$ cat src/rtl/clock_set_controller.sv
// Front-panel controller for the 7-segment clock: debounces the mode/up buttons,
// sequences RUN -> SET_HRS -> SET_MINS, and drives increment pulses, pause and blink mask.
module clock_set_controller #(
    parameter int DEBOUNCE_CYC      = 1_000_000,
    parameter int REPEAT_DELAY_CYC  = 50_000_000,
    parameter int REPEAT_PERIOD_CYC = 20_000_000,
    parameter int BLINK_HALF_CYC    = 25_000_000,
    parameter int TIMEOUT_CYC       = 1_000_000_000
) (
    input  logic       clk_100Mhz,
    input  logic       reset,
    input  logic       btn_mode,
    input  logic       btn_up,
    output logic       inc_hrs,
    output logic       inc_mins,
    output logic       clk_pause,
    output logic [1:0] mode,
    output logic [3:0] digit_blank
);

    localparam int DB_W     = $clog2(DEBOUNCE_CYC + 1);
    localparam int HOLD_MAX = (REPEAT_DELAY_CYC > REPEAT_PERIOD_CYC) ? REPEAT_DELAY_CYC : REPEAT_PERIOD_CYC;
    localparam int HOLD_W   = $clog2(HOLD_MAX + 1);
    localparam int BLINK_W  = $clog2(BLINK_HALF_CYC + 1);
    localparam int TO_W     = $clog2(TIMEOUT_CYC + 1);

    localparam logic [DB_W-1:0]    DB_LAST    = DB_W'(DEBOUNCE_CYC - 1);
    localparam logic [HOLD_W-1:0]  DELAY_LAST = HOLD_W'(REPEAT_DELAY_CYC - 1);
    localparam logic [HOLD_W-1:0]  RPT_LAST   = HOLD_W'(REPEAT_PERIOD_CYC - 1);
    localparam logic [BLINK_W-1:0] BLINK_LAST = BLINK_W'(BLINK_HALF_CYC - 1);
    localparam logic [TO_W-1:0]    TO_LAST    = TO_W'(TIMEOUT_CYC - 1);

    typedef enum logic [1:0] {
        RUN      = 2'd0,
        SET_HRS  = 2'd1,
        SET_MINS = 2'd2
    } state_t;

    // Button index 0 = mode, 1 = up.
    logic [1:0]      raw, sync1, sync2, db, press;
    logic [DB_W-1:0] db_cnt [2];

    assign raw = {btn_up, btn_mode};

    always_ff @(posedge clk_100Mhz or negedge reset) begin
        if (!reset) begin
            sync1 <= '0;
            sync2 <= '0;
            db    <= '0;
            press <= '0;
            for (int i = 0; i < 2; i++) db_cnt[i] <= '0;
        end else begin
            // NOTE: non-blocking assignments make sync2 take the old sync1, forming a real 2-FF chain.
            sync1 <= raw;
            sync2 <= sync1;
            for (int i = 0; i < 2; i++) begin
                press[i] <= 1'b0;
                if (sync2[i] == db[i]) begin
                    db_cnt[i] <= '0;
                end else if (db_cnt[i] == DB_LAST) begin
                    db[i]     <= sync2[i];
                    db_cnt[i] <= '0;
                    press[i]  <= sync2[i];
                end else begin
                    db_cnt[i] <= db_cnt[i] + 1'b1;
                end
            end
        end
    end

    logic mode_press, up_press, up_level;
    assign mode_press = press[0];
    assign up_press   = press[1];
    assign up_level   = db[1];

    state_t             state, state_nxt;
    logic               phase, phase_nxt, armed, repeating;
    logic [HOLD_W-1:0]  hold_cnt;
    logic [BLINK_W-1:0] blink_cnt;
    logic [TO_W-1:0]    to_cnt;
    logic               in_set, up_accept, rpt_fire, timed_out, pulse, entering;
    logic [3:0]         blank_nxt;

    always_comb begin
        // NOTE: every signal gets a default first so no path leaves it unassigned (no latches).
        state_nxt = state;
        in_set    = (state != RUN);
        up_accept = in_set && up_press && !mode_press;
        rpt_fire  = armed && up_level && !mode_press &&
                    (repeating ? (hold_cnt == RPT_LAST) : (hold_cnt == DELAY_LAST));
        timed_out = in_set && !mode_press && !up_accept && !rpt_fire && (to_cnt == TO_LAST);
        pulse     = up_accept || rpt_fire;

        if (mode_press) begin
            unique case (state)
                RUN:     state_nxt = SET_HRS;
                SET_HRS: state_nxt = SET_MINS;
                default: state_nxt = RUN;
            endcase
        end else if (timed_out) begin
            state_nxt = RUN;
        end
        entering = (state_nxt != state) && (state_nxt != RUN);

        // The edited field is forced visible on entry and after every change.
        if (state_nxt == RUN || entering || pulse) phase_nxt = 1'b0;
        else if (blink_cnt == BLINK_LAST)          phase_nxt = ~phase;
        else                                       phase_nxt = phase;

        unique case (state_nxt)
            SET_HRS:  blank_nxt = {phase_nxt, phase_nxt, 2'b00};
            SET_MINS: blank_nxt = {2'b00, phase_nxt, phase_nxt};
            default:  blank_nxt = 4'b0000;
        endcase
    end

    always_ff @(posedge clk_100Mhz or negedge reset) begin
        if (!reset) begin
            state       <= RUN;
            mode        <= 2'd0;
            clk_pause   <= 1'b0;
            digit_blank <= 4'b0000;
            inc_hrs     <= 1'b0;
            inc_mins    <= 1'b0;
            phase       <= 1'b0;
            blink_cnt   <= '0;
            to_cnt      <= '0;
            hold_cnt    <= '0;
            armed       <= 1'b0;
            repeating   <= 1'b0;
        end else begin
            state       <= state_nxt;
            mode        <= state_nxt;
            clk_pause   <= (state_nxt != RUN);
            digit_blank <= blank_nxt;
            inc_hrs     <= pulse && (state == SET_HRS);
            inc_mins    <= pulse && (state == SET_MINS);
            phase       <= phase_nxt;

            if (state_nxt == RUN || entering || pulse || blink_cnt == BLINK_LAST) blink_cnt <= '0;
            else                                                                  blink_cnt <= blink_cnt + 1'b1;

            if (state_nxt == RUN || state_nxt != state || up_press || rpt_fire) to_cnt <= '0;
            else                                                                to_cnt <= to_cnt + 1'b1;

            // Repeat is armed only by an accepted press, so it never survives a mode change.
            if (state_nxt != state || !up_level) begin
                armed     <= 1'b0;
                repeating <= 1'b0;
                hold_cnt  <= '0;
            end else if (up_accept) begin
                armed     <= 1'b1;
                repeating <= 1'b0;
                hold_cnt  <= '0;
            end else if (rpt_fire) begin
                repeating <= 1'b1;
                hold_cnt  <= '0;
            end else if (armed) begin
                hold_cnt  <= hold_cnt + 1'b1;
            end
        end
    end

endmodule

$ cat config.mk
export PLATFORM = sky130hd
export DESIGN_NAME = clock_set_controller
export DESIGN_NICKNAME = d
export VERILOG_FILES = /design/src/rtl/clock_set_controller.sv
export SDC_FILE = /design/constraint.sdc
export NUM_CORES = 1
export LEC_CHECK = 0
export CAP_MARGIN = 5
export CORE_ASPECT_RATIO = 1.25
export CORE_UTILIZATION = 67
export DETAILED_ROUTE_END_ITERATION = 10
export PLACE_DENSITY = 0.85
export SLEW_MARGIN = 20
export SYNTH_ARGS = -nofsm -noshare
export SYNTH_HDL_FRONTEND = slang
export SYNTH_SLANG_ARGS = --single-unit
$ cat constraint.sdc
create_clock -name clk_100Mhz -period 7.47 [get_ports clk_100Mhz]
set_input_delay 1.1205 -clock clk_100Mhz [delete_from_list [all_inputs] [get_ports clk_100Mhz]]
set_output_delay 1.1205 -clock clk_100Mhz [all_outputs]
set_load 0.01 [all_outputs]
======== Word level (Yosys, flattened, before mapping) ========
Cells that the tools add are included.
word-level totals
  logic and storage cells ................. 98
  input bits .............................. 4
  register bits ........................... 141
  output and inout port bits .............. 9
operators by class
  bitwise gates (word level) .............. 3
  $add $sub $neg .......................... 5
  equal/unequal tests ..................... 13
  reductions and logical operators ........ 33
  mux-type cells .......................... 26
operator list
  cell                                                   number
  2-to-1 mux 26 bit                                      4
  2-to-1 mux 20 bit                                      4
  adder 20 x 1 -> 20 bit, second input constant          2
  equality test 20 bit, second input constant            2
  adder 30 x 1 -> 30 bit, second input constant          1
  equality test 30 bit, second input constant            1
  2-to-1 mux 30 bit                                      1
  adder 26 x 1 -> 26 bit, second input constant          1
  equality test 26 x 25 -> 1 bit, second input constant  1
  equality test 26 bit, second input constant            1
  adder 25 x 1 -> 25 bit, second input constant          1
  equality test 25 bit, second input constant            1
  2-to-1 mux 25 bit                                      1
  logical AND 1 bit                                      12
  2-to-1 mux 1 bit                                       12
  logical OR 1 bit                                       8
  case mux 4 bit (2 select lines)                        1
  nonzero test 2 bit                                     3
  equality test 2 x 1 -> 1 bit, second input constant    2
  equality test 2 bit, second input constant             2
  logical NOT 1 bit                                      4
  logical NOT 2 bit                                      2
  2-to-1 mux 2 bit                                       2
  case mux 2 bit (2 select lines)                        1
  other kinds (6)                                        10

======== Depth between registers and ports, before layout ========
Gate-level depths: netlist (run 1).
  depth after elaboration ................. 15
  mapped depth ............................ 12
  gate-level depth less buffers ........... 11

======== Worst setup path after synthesis (run 1) ========
No wires, ideal clock.
  kind .................................... reg2reg
  from .................................... register to_cnt[0]
  to ...................................... register blink_cnt[16]
  arrival ................................. 2.519 ns
  data required time ...................... 7.351 ns
  buffers on the path ..................... 1
  period minus slack after synthesis ...... 2.638 ns
  setup time .............................. 0.119 ns
  stages on the path, launching flop included .. 13
  slack ................................... 4.832 ns
  cells stage by stage .................... dfrtp_1 -> ha_1 -> and4_1 -> nand3_4 -> nor4_1 -> a21oi_1 -> a22oi_1 -> ha_1 -> inv_1 -> o311a_1 -> nand4b_4 -> buf_6 -> nor2_1
on the way
  word-level cells in the longest chain between the ends .. 10
  elaborated cells on any way between the ends .. 12
  those cells by class .................... 2 x eq/ne; 3 x mux; 7 x reduce/logical
RTL lines
  what                                                 RTL line  RTL
  start, declared                                      80        logic [TO_W-1:0] to_cnt;
  start signal, assigned                               144       else to_cnt <= to_cnt + 1'b1;
  equality test 30 bit (*)                             91        timed_out = in_set && !mode_press && !up_accept && !rpt_fire && (to_cnt == TO_LAST);
  logical AND 1 bit (*)                                91
  2-to-1 mux 2 bit (*)                                 100       end else if (timed_out) begin
  2-to-1 mux 2 bit (*)                                 94        if (mode_press) begin
  != test 2 bit or nonzero test 2 bit (tied branches)  103       entering = (state_nxt != state) && (state_nxt != RUN);
  logical AND 1 bit                                    103
  logical OR 1 bit (*) (3 in a row)                    140       if (state_nxt == RUN || entering || pulse || blink_cnt == BLINK_LAST) blink_cnt <= '0;
  2-to-1 mux 25 bit (*)                                140
  end signal, assigned                                 141       else blink_cnt <= blink_cnt + 1'b1;
  end, declared                                        79        logic [BLINK_W-1:0] blink_cnt;
Mark *: on every way between the ends. The rest lies on a longest branch, timed or not.
A chain may end at the register's enable or synchronous reset.

======== Worst setup path after layout (run 1) ========
  from .................................... register armed
  to ...................................... register to_cnt[13]
on the way
  word-level cells in the longest chain between the ends .. 13
  elaborated cells on any way between the ends .. 14
  those cells by class .................... 1 x eq/ne; 3 x mux; 10 x reduce/logical
RTL lines
  what                                                RTL line  RTL
  start, declared                                     77        logic phase, phase_nxt, armed, repeating;
  start signal, assigned                              129       armed <= 1'b0;
  start signal, assigned                              148       armed <= 1'b0;
  start signal, assigned                              152       armed <= 1'b1;
  logical AND 1 bit (*) (3 in a row)                  89        rpt_fire = armed && up_level && !mode_press &&
  logical NOT 1 bit                                   91
  logical AND 1 bit (2 in a row)                      91
  2-to-1 mux 2 bit                                    100
  2-to-1 mux 2 bit                                    94
  != test 2 bit or logical NOT 2 bit (tied branches)  143       if (state_nxt == RUN || state_nxt != state || up_press || rpt_fire) to_cnt <= '0;
  logical OR 1 bit (2 in a row)                       143
  logical OR 1 bit (*)                                143
  2-to-1 mux 30 bit (*)                               143
Marks and branches as above.

==> impl_results.md, run 1 <==
- Synth cell count leaders: dfrtp_1, nor2_1, xnor2_1, nand2_1, nand3_1
- Clock Latency Late Sink: around 0.42 ns
- Yosys reg bits: between 100 and 150
- Yosys cell types: 52
- Final setup vio count: 0
- Hold Crit Class: flip-flop to flip-flop
- Htree depth: 4
- Number of setup buffers added after CTS: 0
- Commonest register cell after synthesis: dfrtp_1
- Power per cell area: ~230 mW/mm2
- Initial Utilization: 69.6%
- Core area: just over 0.01 mm2
- Setup TNS: 0 ns
- Area contributors post-synth: dfrtp_1, xnor2_1, nor2_1
- Finished Cell Area: about 0.0079 mm2
- Number of synthesized flops with an enable pin: 0
- # placed instances: between 800 and 900
- Clock skew: around 0.0099 ns
- CTS Hold Bufs: 0
- Global route total overflow: 0
- Max_slew headroom: 48.1%
- GR Util All Layers: roughly 30%
- CTS tree: built
- Post-synth ARST share: 100%
- Post-synth top area share: between 40% and 50%
- Vias in the first global route: between 5,000 and 6,000
- Crit path max fanout: 30
- Share of layout cells above drive strength 1: roughly 6.3%
- Cells after Synth: about 730
- Post-CTS sizing: 0
- Die Span Y: approximately 120 um
- Status: finished, final reports clean
- DRC: 0
- Leakage: ~3 nW
- Vias per Instance: between 6 and 7
- Die area: between 0.01 and 0.015 mm2
- Final Core Density: 78.0%
- IO Port Bufs: 12
- Fin cells: 877
- NumNets Final: roughly 750
- Synthesized area: 0.00707 mm2
- Synth Area per Inst: between 9 and 10 um2
- Final slew viol count: 0
- DRT Wirelength: around 15,000 um
- Routed length per instance: between 15 and 20 um
- Dpl cell area: a little over 0.007 mm2
- Number of max-cap violations: 0
- Clk Tree Root Cell: clkbuf_16
- Floorplan row count: 41
- Routability congestion estimate: 0.897
- Achievable Freq: roughly 0.28 GHz
- Max Root-Sink Buffers: 2
- Initial antenna violation count: 0
- Crit end category: flip-flop
- Number of diodes: 0
- Worst Max-Slew Pin Slew: approximately 0.77 ns
- Worst setup SP type: flip-flop
- DIE WIDTH: between 90 and 100 um
- Syn nets: between 700 and 800
- Area leader, netlist: dfrtp_1
- Required time of the worst setup path: a little under 8 ns
- Detailed Route Iter0 Violations: just over 400
- DRT Pass-1 Iters: 5
- Final min period: 3.59 ns
- DP HPWL: approximately 9200 um
- RSZ-0062 raised after global routing: false
- I/O Pins: 13
- Ys Warns: 0
- Final Cycle Share: between 40% and 50%
- Clk pin slew, worst setup/hold paths: 0.06 ns
- VDD IR max: around 0.18 mV
- Sink Count: around 140
- Setup CP Type: flip-flop to flip-flop
- First-pass GRT wire length: 25,200 um
- Final hold vios: 0
- Antenna-violating nets left: 0
- Num CTS Buffers: 17
- Synth-to-layout area growth: 12.1%
- Via count: ~5,400
- CP arrival: 3.92 ns
- Register area share after synthesis: around half
- Largest net degree at the start of global routing: 85
[flip-flops by register name, indices dropped and copies added (netlist names), 2 cells and up]
| name | cells |
|---|---|
| digit_blank | 2 |
| sync2 | 2 |
| blink_cnt | 25 |
| press | 2 |
| to_cnt | 30 |
| hold_cnt | 26 |
| db_cnt | 40 |
| sync1 | 2 |
| db | 2 |
| state | 2 |
[worst max-delay path, stage by stage (launching register included)]
cell	delay, ns
dfrtp_1	0.59
and4_1	0.32
and4_1	0.27
o2111ai_4	0.30
a21oi_1	0.43
a22oi_1	0.19
ha_1	0.28
nor2_1	0.13
nand4b_2	0.63
a21oi_1	0.36
[cell families after synthesis]
logic type	Yosys count	synth area share, %
fa+ha+maj	8	1.42
simple gates	387	28.5
flops	139	49.2
buf+inv	51	3.52
xor+xnor	107	13.3
compound gates	27	2.99
mux	8	1.17
[path summary, 6_finish.rpt]
kind                       startpoint            to  slack, ns  cells past startpoint
setup / recovery                armed    to_cnt[13]       3.88                      9
hold / removal               sync1[0]      sync2[0]       0.36                      0
setup reg to reg                armed    to_cnt[13]       3.88                      9
max in group asynchronous       reset    to_cnt[26]       5.72                      2
hold reg to reg              sync1[0]      sync2[0]       0.36                      0
min in group asynchronous       reset  hold_cnt[25]       0.64                      1
[per-stage QoR]
stage / hold slack (ns) / worst slack (ns) / power (mW)
final: 0.358 / 3.88 / 1.78
after global routing: 0.363 / 3.59 / 1.84
after CTS: 0.361 / 3.91 / 1.79
after detailed placement: 0.349 / 3.96 / 0.799
after global placement: 0.333 / 4.20 / 0.798
after floorplan: 0.331 / 4.83 / 0.780
[layout make-up]
cell class / instances / area [um2]
fill: 647 / 2230
timing repair buffer: 13 / 133
inverter: 27 / 101
tap: 129 / 161
sequential: 139 / 3480
multi-input combinational: 537 / 3340
clock inverter: 11 / 238
clock buffer: 21 / 470
[power by group]
| part | internal (mW) | total (mW) | switching [mW] |
|---|---|---|---|
| clock network | 0.686 | 0.999 | 0.314 |
| logic | 0.00484 | 0.0242 | 0.0193 |
| registers | 0.757 | 0.761 | 0.00363 |
[metal layers]
metal,wire [um],GRT usage (%),part of all wire [%]
met5,0,0,0
met4,274,12.9,1.9
met3,664,6.59,4.5
met2,7900,53.0,54
met1,5830,34.4,40
[cells in the final DEF (no fill, tap or decap), types with 6 or more instances in the layout]
| master | synthesis | routed |
|---|---|---|
| nor2_1 | 139 | 139 |
| dfrtp_1 | 139 | 139 |
| xnor2_1 | 84 | 84 |
| nand2_1 | 44 | 44 |
| nand3_1 | 43 | 43 |
| nor4_1 | 30 | 30 |
| inv_1 | 27 | 27 |
| nor3_1 | 27 | 27 |
| xor2_1 | 23 | 23 |
| and3_1 | 22 | 22 |
| nand4_1 | 21 | 21 |
| clkbuf_16 | 0 | 17 |
| and4_1 | 13 | 13 |
| clkdlybuf4s50_1 | 0 | 11 |
| a21oi_1 | 9 | 9 |
| ha_1 | 8 | 8 |
| nand3b_1 | 7 | 7 |
| bufinv_16 | 0 | 7 |
| nor4b_1 | 6 | 6 |
| or4_1 | 6 | 6 |
| mux2i_1 | 6 | 6 |
Power figures use the tool's default switching activity.
==> run 2: changes to the inputs <==
--- a/config.mk
+++ b/config.mk
@@ -7,9 +7,9 @@
 export LEC_CHECK = 0
 export CAP_MARGIN = 5
 export CORE_ASPECT_RATIO = 1.25
-export CORE_UTILIZATION = 67
+export CORE_UTILIZATION = 62
 export DETAILED_ROUTE_END_ITERATION = 10
-export PLACE_DENSITY = 0.85
+export PLACE_DENSITY = 0.79
 export SLEW_MARGIN = 20
 export SYNTH_ARGS = -nofsm -noshare
 export SYNTH_HDL_FRONTEND = slang
==> constraint.sdc (replaced) <==
create_clock -name clk_100Mhz -period 3.61 [get_ports clk_100Mhz]
set_input_delay 0.5415 -clock clk_100Mhz [delete_from_list [all_inputs] [get_ports clk_100Mhz]]
set_output_delay 0.5415 -clock clk_100Mhz [all_outputs]
set_load 0.01 [all_outputs]
==> run 2 against run 1 <==
Sequential share of layout area rose by 0.24 points. Sequential power rose by 110%. Setup slack got worse by 3.6 ns. Clock power rose by 81%. Critical path depth did not move. Flip-flop and latch count did not move. Utilization fell by 6.9 points. Via count fell by 2.4%. Register-to-register slack got worse by 3.6 ns. Largest cell class unchanged. Highest routed layer unchanged.
==> impl_results.md, run 2 (synthesized netlist as in run 1, its figures left out) <==
- Synth-to-layout area growth: 11.5%
- Power per cell area: 435 mW/mm2 (+93%)
- Fin cells: 888 (+1.3%)
- Floorplan row count: 43 (+4.9%)
- Worst-path cell with the longest stage delay: nor4_1
- Setup CP Type: flip-flop to flip-flop
- Vias in the first global route: 5,452 (+0.41%)
- Number of diodes: 0 (unchanged)
- Largest net degree at the start of global routing: 87 (+2.4%)
- Die area: 0.0118 mm2 (+7.9%)
- Most frequent cells in the layout: nor2_1, dfrtp_1, xnor2_1, nand2_1, nand3_1
- Status: finished, final reports clean
- Max Root-Sink Buffers: 2 (unchanged)
- Global route total overflow: 0 (unchanged)
- Worst Max-Slew Pin Slew: 0.744 ns (-0.0308 ns)
- Via count: 5,276 (-2.4%)
- Max_slew headroom: 50.4% (+2.2 points)
- DRT Wirelength: 14,300 um (-2.6%)
- Share of layout cells above drive strength 1: 6.91% (+0.62 points)
- Pwr Total: 3.43 mW (+92%)
- First-pass GRT wire length: 25,000 um (-0.66%)
- M1 GR Usage: 31.3% (-3.1 points)
- Clk Tree Root Cell: clkbuf_16
- Clock Latency Late Sink: 0.42 ns (about the same)
- Hold Crit Class: input port to asynchronous set/reset pin
- Final min period: 3.31 ns (-0.279 ns)
- DP HPWL: 9500 um (+2.8%)
- Dpl ws: 0.394 ns (-3.56 ns)
- R2R setup slack: 0.30 ns (-3.58 ns)
- Num CTS Buffers: 17 (unchanged)
- Final Cycle Share: 91.8% (+44 points)
- Htree depth: 4 (unchanged)
- VDD IR max: 0.255 mV (+39%)
- CTS Hold Bufs: 0 (unchanged)
- Setup TNS: 0 ns (unchanged)
- CP Cell Sequence: nor4_1, o2111ai_4, a21oi_1, a22oi_1, ha_1, inv_1, o311a_1, nand4b_4, nor2_1
- Vias per Instance: 5.94 (-3.6%)
- Reg-to-reg endpoint: blink_cnt[8]
- Number of setup buffers added after CTS: 0 (unchanged)
- Crit path max fanout: 25 (-17%)
- Met2 Resource Use GR: 46.6% (-6.4 points)
- Met3 Usage GRT: 5.99% (-0.60 points)
- Final setup margin: 0.296 ns (-3.58 ns)
- # placed instances: 856 (+1.3%)
- Crit. Startpoint: hold_cnt[14]
- Slowest stage delay, CP: 0.66 ns (+0.03 ns)
- DRT Pass-1 Iters: 5 (unchanged)
- Achievable Freq: 0.302 GHz (+8.4%)
- Clock skew: 0.00992 ns (+0.00000614 ns)
- Leakage: 2.99 nW (-0.57%)
- Detailed Route Iter0 Violations: 276 (-33%)
- Core area: 0.0111 mm2 (+9.1%)
- Worst Reg2Reg Path Length in Cells: 9 (unchanged)
- CP arrival: 3.65 ns (-0.27 ns)
- Final setup vio count: 0 (unchanged)
- Number of max-cap violations: 0 (unchanged)
- Worst setup SP type: flip-flop
- Max FFs per register: 40 (unchanged)
- DIE WIDTH: 97.5 um (+3.9%)
- Die Span Y: 121 um (+3.9%)
- Clk pin slew, worst setup/hold paths: 0.06 ns (about the same)
- I/O Pins: 13 (unchanged)
- GR Util All Layers: 26.4% (-3.3 points)
- DRC: 0 (unchanged)
- Grt peak-use layer: met2
- IO Port Bufs: 12 (unchanged)
- Initial Utilization: 63.8% (-5.8 points)
- Filler instances: 787 (+22%)
- Routability congestion estimate: 0.886 (-1.3%)
- Final slew viol count: 0 (unchanged)
- CTS tree: built
- RSZ-0062 raised after global routing: false
- NumNets Final: 752 (+0.67%)
- Post-CTS sizing: 0 (unchanged)
- Crit end category: flip-flop
- Required time of the worst setup path: 3.95 ns (-3.84 ns)
- Final hold vios: 0 (unchanged)
- Antenna-violating nets left: 0 (unchanged)
- Routed length per instance: 16.1 um (-3.8%)
- Top reg by flops: db_cnt
- Largest registers: db_cnt x40, to_cnt x30, hold_cnt x26
- Sink Count: 139 (unchanged)
- Worst r2r src: hold_cnt[14]
- Initial antenna violation count: 0 (unchanged)
## run 2: cell count changes in the layout (fill, tap and decap cells not counted)
cell	delta
buf_4	+6
bufinv_16	-4
buf_6	-1
clkbuf_8	+1
clkinv_2	+1
clkinv_4	+1
clkinvlp_4	+1
## run 2: worst max path at each step
stage,end,slack (ns)
5_1_grt,blink_cnt[19],0.05
6_report,blink_cnt[8],0.30
3_3_place_gp,blink_cnt[12],0.62
4_1_cts,blink_cnt[19],0.36
3_5_place_dp,blink_cnt[19],0.39
2_1_floorplan,blink_cnt[16],0.97
## run 2: cell type report
class                   count  area [um2]  area share [%]
flip-flops and latches    139        3480            44.1
multi-input cells         537        3340            42.4
clock buffers              22         484            6.14
well taps                 135         169            2.14
repair buffers             18         166            2.11
clock inverters            10         139            1.76
inverters                  27         101            1.29
## run 2: per-layer routing
layer / vias to the layer above / share of wire [%] / wire (um)
li1: 2538 / - / -
met1: 2593 / 42 / 5970
met2: 118 / 53 / 7550
met3: 27 / 3.5 / 495
met4: 0 / 1.9 / 268
met5: - / 0 / 0
## run 2: critical path: cells and delay by family (launching register included)
| kind | cells | cell delay, ns |
|---|---|---|
| fa+ha+maj | 1 | 0.28 |
| compound gates | 4 | 1.15 |
| simple gates | 3 | 1.24 |
| buf+inv | 1 | 0.08 |
| flops | 1 | 0.48 |
## run 2: where the power goes
group | switching, mW | internal [mW] | leakage [nW] | total (mW)
Sequential | 0.00696 | 1.57 | 1.93 | 1.57
Combinational | 0.0401 | 0.0106 | 0.767 | 0.0507
Clock | 0.649 | 1.16 | 0.294 | 1.81
Total | 0.696 | 2.73 | 2.99 | 3.43
## run 2: through the flow
step / area [um2] / hold slack (ns) / util, %
4_1_cts: 7880 / 0.201 / 71.1
2_1_floorplan: 7070 / 0.246 / -
3_5_place_dp: 7260 / 0.335 / 65.5
3_3_place_gp: 7260 / 0.337 / 65.5
5_1_grt: 7880 / 0.239 / 71.1
6_report: 7880 / 0.168 / 71.1
